<file path="src/rtl/cache_pkg.sv">
// Shared cache-controller definitions: line geometry, refill FSM states and
// the address-split helpers also used by the lookup stage.
package cache_pkg;

  localparam int unsigned ADDR_W     = 32;
  localparam int unsigned INDEX_W    = 8;
  localparam int unsigned WORDS      = 4;
  localparam int unsigned LINE_BYTES = WORDS * 4;
  localparam int unsigned WORD_W     = $clog2(WORDS);
  localparam int unsigned TAG_W      = ADDR_W - INDEX_W - 4;

  typedef enum logic [2:0] {
    ST_IDLE,
    ST_INVAL,
    ST_REQ,
    ST_BEATS,
    ST_COMMIT
  } state_t;

  function automatic logic [INDEX_W-1:0] get_index(input logic [ADDR_W-1:0] addr);
    return addr[INDEX_W+3:4];
  endfunction

  function automatic logic [TAG_W-1:0] get_tag(input logic [ADDR_W-1:0] addr);
    return addr[ADDR_W-1:INDEX_W+4];
  endfunction

  function automatic logic [WORD_W-1:0] get_word(input logic [ADDR_W-1:0] addr);
    return addr[WORD_W+1:2];
  endfunction

endpackage

</file>
<file path="src/rtl/cache_refill_seq.sv">
// Line-refill sequencer: invalidate victim, burst-read the line, write beats
// into the data array, forward the critical word, then commit the tag.
module cache_refill_seq #(
  parameter int unsigned ADDR_W  = 32,
  parameter int unsigned DATA_W  = 32,
  parameter int unsigned WORDS   = 4,
  parameter int unsigned INDEX_W = 8
) (
  input  logic                        clk,
  input  logic                        rst_n,
  input  logic                        miss_valid,
  output logic                        miss_ready,
  input  logic [ADDR_W-1:0]           miss_addr,
  output logic                        dn_req_valid,
  input  logic                        dn_req_ready,
  output logic [ADDR_W-1:0]           dn_req_addr,
  input  logic                        dn_beat_valid,
  input  logic [DATA_W-1:0]           dn_beat_data,
  input  logic                        dn_beat_err,
  output logic                        arr_we,
  output logic [INDEX_W-1:0]          arr_index,
  output logic [$clog2(WORDS)-1:0]    arr_word,
  output logic [DATA_W-1:0]           arr_wdata,
  output logic                        tag_we,
  output logic [ADDR_W-INDEX_W-5:0]   tag_value,
  output logic [WORDS-1:0]            tag_valid_mask,
  output logic                        resp_valid,
  output logic [DATA_W-1:0]           resp_data,
  output logic                        resp_err,
  output logic                        busy
);
  import cache_pkg::*;

  localparam int unsigned WW = $clog2(WORDS);
  localparam int unsigned TW = ADDR_W - INDEX_W - 4;

  state_t state_q, state_d;

  logic [TW-1:0]      tag_q;
  logic [INDEX_W-1:0] index_q;
  logic [WW-1:0]      crit_q;
  logic [WW-1:0]      cnt_q;
  logic               err_q;

  logic               wr_valid_q;
  logic [WW-1:0]      wr_word_q;
  logic [DATA_W-1:0]  wr_data_q;

  logic               resp_valid_q;
  logic               resp_err_q;
  logic [DATA_W-1:0]  resp_data_q;

  logic beat_fire, last_beat, crit_hit, beat_err;
  logic addr_unused;

  // Byte-offset bits never matter to a line refill.
  assign addr_unused = ^miss_addr[1:0];

  assign beat_fire = (state_q == ST_BEATS) && dn_beat_valid;
  assign last_beat = beat_fire && (cnt_q == WW'(WORDS - 1));
  assign crit_hit  = beat_fire && (cnt_q == crit_q);
  assign beat_err  = err_q | dn_beat_err;

  always_ff @(posedge clk or negedge rst_n) begin
    if (!rst_n) state_q <= ST_IDLE;
    else        state_q <= state_d;
  end

  always_comb begin
    state_d        = state_q;
    miss_ready     = 1'b0;
    tag_we         = 1'b0;
    tag_valid_mask = '0;
    dn_req_valid   = 1'b0;
    case (state_q)
      ST_IDLE: begin
        miss_ready = 1'b1;
        if (miss_valid) state_d = ST_INVAL;
      end
      ST_INVAL: begin
        tag_we  = 1'b1;
        state_d = ST_REQ;
      end
      ST_REQ: begin
        dn_req_valid = 1'b1;
        if (dn_req_ready) state_d = ST_BEATS;
      end
      ST_BEATS: begin
        if (last_beat) state_d = ST_COMMIT;
      end
      ST_COMMIT: begin
        tag_we         = 1'b1;
        tag_valid_mask = err_q ? '0 : '1;
        state_d        = ST_IDLE;
      end
      default: state_d = ST_IDLE;
    endcase
  end

  always_ff @(posedge clk or negedge rst_n) begin
    if (!rst_n) begin
      tag_q        <= '0;
      index_q      <= '0;
      crit_q       <= '0;
      cnt_q        <= '0;
      err_q        <= 1'b0;
      wr_valid_q   <= 1'b0;
      wr_word_q    <= '0;
      wr_data_q    <= '0;
      resp_valid_q <= 1'b0;
      resp_err_q   <= 1'b0;
      resp_data_q  <= '0;
    end else begin
      if ((state_q == ST_IDLE) && miss_valid) begin
        tag_q   <= miss_addr[ADDR_W-1:INDEX_W+4];
        index_q <= miss_addr[INDEX_W+3:4];
        crit_q  <= miss_addr[WW+1:2];
        cnt_q   <= '0;
        err_q   <= 1'b0;
      end
      // Beats land in a one-entry write register; the array write follows a cycle later.
      wr_valid_q <= beat_fire;
      if (beat_fire) begin
        wr_word_q <= cnt_q;
        wr_data_q <= dn_beat_data;
        cnt_q     <= cnt_q + 1'b1;
        err_q     <= beat_err;
      end
      resp_valid_q <= crit_hit;
      resp_err_q   <= crit_hit && beat_err;
      if (crit_hit) resp_data_q <= dn_beat_data;
    end
  end

  assign busy        = (state_q != ST_IDLE);
  assign dn_req_addr = {tag_q, index_q, 4'b0000};
  assign arr_we      = wr_valid_q;
  assign arr_index   = index_q;
  assign arr_word    = wr_word_q;
  assign arr_wdata   = wr_data_q;
  assign tag_value   = tag_q;
  assign resp_valid  = resp_valid_q;
  assign resp_data   = resp_data_q;
  assign resp_err    = resp_err_q;

endmodule

</file>
<file path="config.mk">
export PLATFORM = sky130hd
export DESIGN_NAME = cache_refill_seq
export DESIGN_NICKNAME = d
export VERILOG_FILES = /design/src/rtl/cache_pkg.sv /design/src/rtl/cache_refill_seq.sv
export SDC_FILE = /design/constraint.sdc
export NUM_CORES = 1
export LEC_CHECK = 0
export CORE_AREA = 2 2 116 163
export DETAILED_ROUTE_END_ITERATION = 8
export DIE_AREA = 0 0 118 165
export PLACE_DENSITY = 0.62
export SLEW_MARGIN = 20
export SYNTH_ARGS = -nofsm -noshare
export SYNTH_HDL_FRONTEND = slang
export SYNTH_SLANG_ARGS = --single-unit
</file>
<file path="constraint.sdc">
create_clock -name clk -period 2.5 [get_ports clk]
set_input_delay 0.5 -clock clk [delete_from_list [all_inputs] [get_ports clk]]
set_output_delay 0.5 -clock clk [all_outputs]
set_load 0.1 [all_outputs]
</file>
==> results.txt <==
----------------------------------------------------
[Die]
  Starting density of the core ... 24.6%
  Boundary Pins ... 207
  Area of the die ... 19500 µm²
  Die boundary height ... 165 µm
  Total number of placement rows ... 58
  Horizontal extent of the die ... 118 µm
  Placeable core region ... 17900 µm²

[Final layout]
  Total area of multi-input combinational cells ... 1450 µm²
  Number of inserted diodes ... 0
  Count of fill cells added during filler insertion ... 1781
  Most frequent standard cell in the layout excluding fill and tap cells ... sky130_fd_sc_hd__buf_4
  Share of post-route cells with drive strength above 1 ... 43.9%
  Synth-to-Final Area Change ... 49.6%
  Net count of the finished layout ... 595
  Non-Filler Cell Area, Final ... 6590 µm²
  Seq. cell area ... 2630 µm²
  Most frequent cells in the layout ... 138 x sky130_fd_sc_hd__buf_4, 105 x sky130_fd_sc_hd__dfrtp_1, 103 x sky130_fd_sc_hd__nand2_1

[Setup path]
  FF-to-FF setup slack ... 0.70 ns
  Worst EP arrival ... 1.78 ns
  Crit Reg-Reg Endpoint ... resp_data[31]
  Crit Path Class ... register to output pin
  Sort of element at the start of the critical path ... register
  Depth of the worst register-to-register path ... 6
  Reg2reg start ... state_q[0]
  Launching element of the worst setup path ... state_q[2]
  End of the critical path ... tag_valid_mask[1]
  Crit end category ... output pin
  Data required time of the critical path ... 2.00 ns
  Worst-path maximum fanout ... 8

[Clock network]
  CTS root buf ... sky130_fd_sc_hd__clkbuf_16
  Clock sink count ... 105
  Clk buf depth ... 2
  Later-pin clock latency in the skew report ... 0.34 ns
  Count of instances resized after the clock tree is built ... 0
  CTS tree ... built
  H-tree depth ... 3
  CTS buffer count ... 9
  Clock input transition at the sequential cells of the worst setup and hold paths ... 0.07 ns
  Count of buffers added by post-CTS timing repair for setup ... 0
  # hold bufs at CTS ... 0

[Yosys]
  Fraction of post-synthesis cell area in the top cell type by area ... 59.6%
  Number of warning messages in the yosys log ... 0
  Post-synthesis share of cell area spent on full adders, half adders and majority gates ... 0.284%
  Simple-gate area share of the yosys netlist ... 11.6%
  Top cells by area, synth ... sky130_fd_sc_hd__dfrtp_1 60%, sky130_fd_sc_hd__mux2_4 9.5%, sky130_fd_sc_hd__mux2_2 8.9%
  Cell accounting for the most synthesized area ... sky130_fd_sc_hd__dfrtp_1
  Library cells used by synthesis ... 28
  Combinational family with the most area after synthesis ... multiplexers
  Cell Area, Synth ... 4410 µm²
  Mux cell area share after synthesis ... 18.7%
  Synthesized-area fraction occupied by ao, oa, aoi and oai cells ... 0.795%
  Synthesized area divided by synthesized cell count ... 12.6 µm²
  Share of the synthesized netlist area taken by xor and xnor gates ... 0.596%
  Sequential share of the synthesized area ... 59.6%
  Number of standard cells after synthesis ... 350
  Flop and latch count out of synthesis ... 105

[Status]
  Status ... finished, final reports clean

[STA]
  Final-report setup violation count ... 0
  Final clock skew ... 0.00695 ns
  Transition time of the tightest slew-check pin ... 0.666 ns
  Final critical path time including I/O delays and setup ... 2.28 ns
  Headroom to the max-slew limit ... 55.4%
  Period utilization ... 91.1%
  RSZ-0062 raised after global routing ... no
  Top achievable clock speed ... 439 MHz
  Pins over their slew limit ... 0
  Hold Violations, Final ... 0

[Routing]
  Iteration-0 DRC count of the detailed router ... 183
  Total vias in the final route ... 3069
  Via density per instance ... 3.99
  Aggregate routed wire length ... 11400 µm
  Final ANT Viol Nets ... 0
  Wire per inst ... 14.8 µm
  DRC violation count after routing ... 0
  Iteration count of the initial detailed-routing pass ... 4

[Worst hold path]
  Classification of the worst-slack hold path ... input pin to asynchronous set/reset pin

[Global routing]
  Number of global-route vias before repair ... 3148
  Overflow after GRT ... 0
  First-pass GRT wire length ... 17600 µm
  Initial antenna violation count ... 0
  Pin count of the biggest net entering global routing ... 46
  Total track usage ... 11.7%

[Placement]
  IO buf count ... 200
  Placed Area ... 6220 µm²
  Hpwl dp ... 8400 µm
  GP Congestion ... 0.737

[Run]
  Max-cap check violation count ... 0

----------------------------------------------------
-- area by class of cell --
| class | instances | share of cell area (%) |
|---|---|---|
| sequential | 105 | 39.9 |
| clock buffer | 10 | 3.47 |
| tap | 240 | 4.56 |
| multi-input combinational | 194 | 21.9 |
| timing repair buffer | 211 | 27.9 |
| clock inverter | 6 | 2.09 |
| inverter | 3 | 0.228 |
-- worst max-delay path, cell delays in order, from the launching register on --
cell,delay (ns)
sky130_fd_sc_hd__dfrtp_1,0.54
sky130_fd_sc_hd__nor4b_4,0.63
sky130_fd_sc_hd__buf_12,0.26
-- flip-flops by register name (all words and copies together), names as in the netlist --
| name | flops |
|---|---|
| err_q | 1 |
| cnt_q | 2 |
| tag_value | 20 |
| arr_word | 2 |
| resp_valid | 1 |
| arr_index | 8 |
| arr_wdata | 32 |
| resp_err | 1 |
| arr_we | 1 |
| crit_q | 2 |
| state_q | 3 |
| resp_data | 32 |
-- stage by stage --
stage	std cells	worst slack (ns)	utilization, %	setup TNS [ns]	hold slack (ns)
floorplan	353	-0.138	-	-0.292	0.204
global placement	753	0.352	34.7	0	0.464
detailed placement	753	0.328	34.7	0	0.464
CTS	769	0.178	36.8	0	0.152
global route	769	0.108	36.8	0	0.165
finish	769	0.223	36.8	0	0.136
-- cells by family after synthesis --
kind of cell    count (synthesis)
xor+xnor                        3
flops                         105
simple gates                  117
buf+inv                        54
mux                            64
fa+ha+maj                       1
compound gates                  5
other cells                     1
-- worst min path at each step --
| stage | start | slack [ns] | end |
|---|---|---|---|
| 3_3_place_gp | arr_wdata[11] | 0.46 | arr_wdata[11] |
| 3_5_place_dp | arr_wdata[19] | 0.46 | arr_wdata[19] |
| 6_report | rst_n | 0.14 | resp_data[14] |
| 2_1_floorplan | rst_n | 0.20 | arr_index[0] |
| 4_1_cts | rst_n | 0.15 | resp_data[14] |
| 5_1_grt | rst_n | 0.17 | arr_wdata[18] |
-- Yosys cell counts, drive strengths merged --
cell / number
buf: 46
a21oi: 2
or3: 1
a41oi: 1
nand4b: 1
inv: 3
nor3b: 1
clkbuf: 5
a22o: 1
mux2i: 1
nor4b: 2
nand2: 103
dfrtp: 105
nand3: 2
or2: 1
ha: 1
conb: 1
and2: 1
nor2: 5
o21bai: 1
mux2: 63
xnor2: 3
-- routing by layer --
metal,GRT usage (%),part of all wire (%),vias up
li1,-,-,1444
met1,13.3,38,1526
met2,21.2,56,88
met3,2.80,4.2,11
met4,4.27,1.7,0
met5,0,0,-
Power is not shown: default switching activity piles up to over one toggle a cycle in this logic, so the estimate is an artifact.
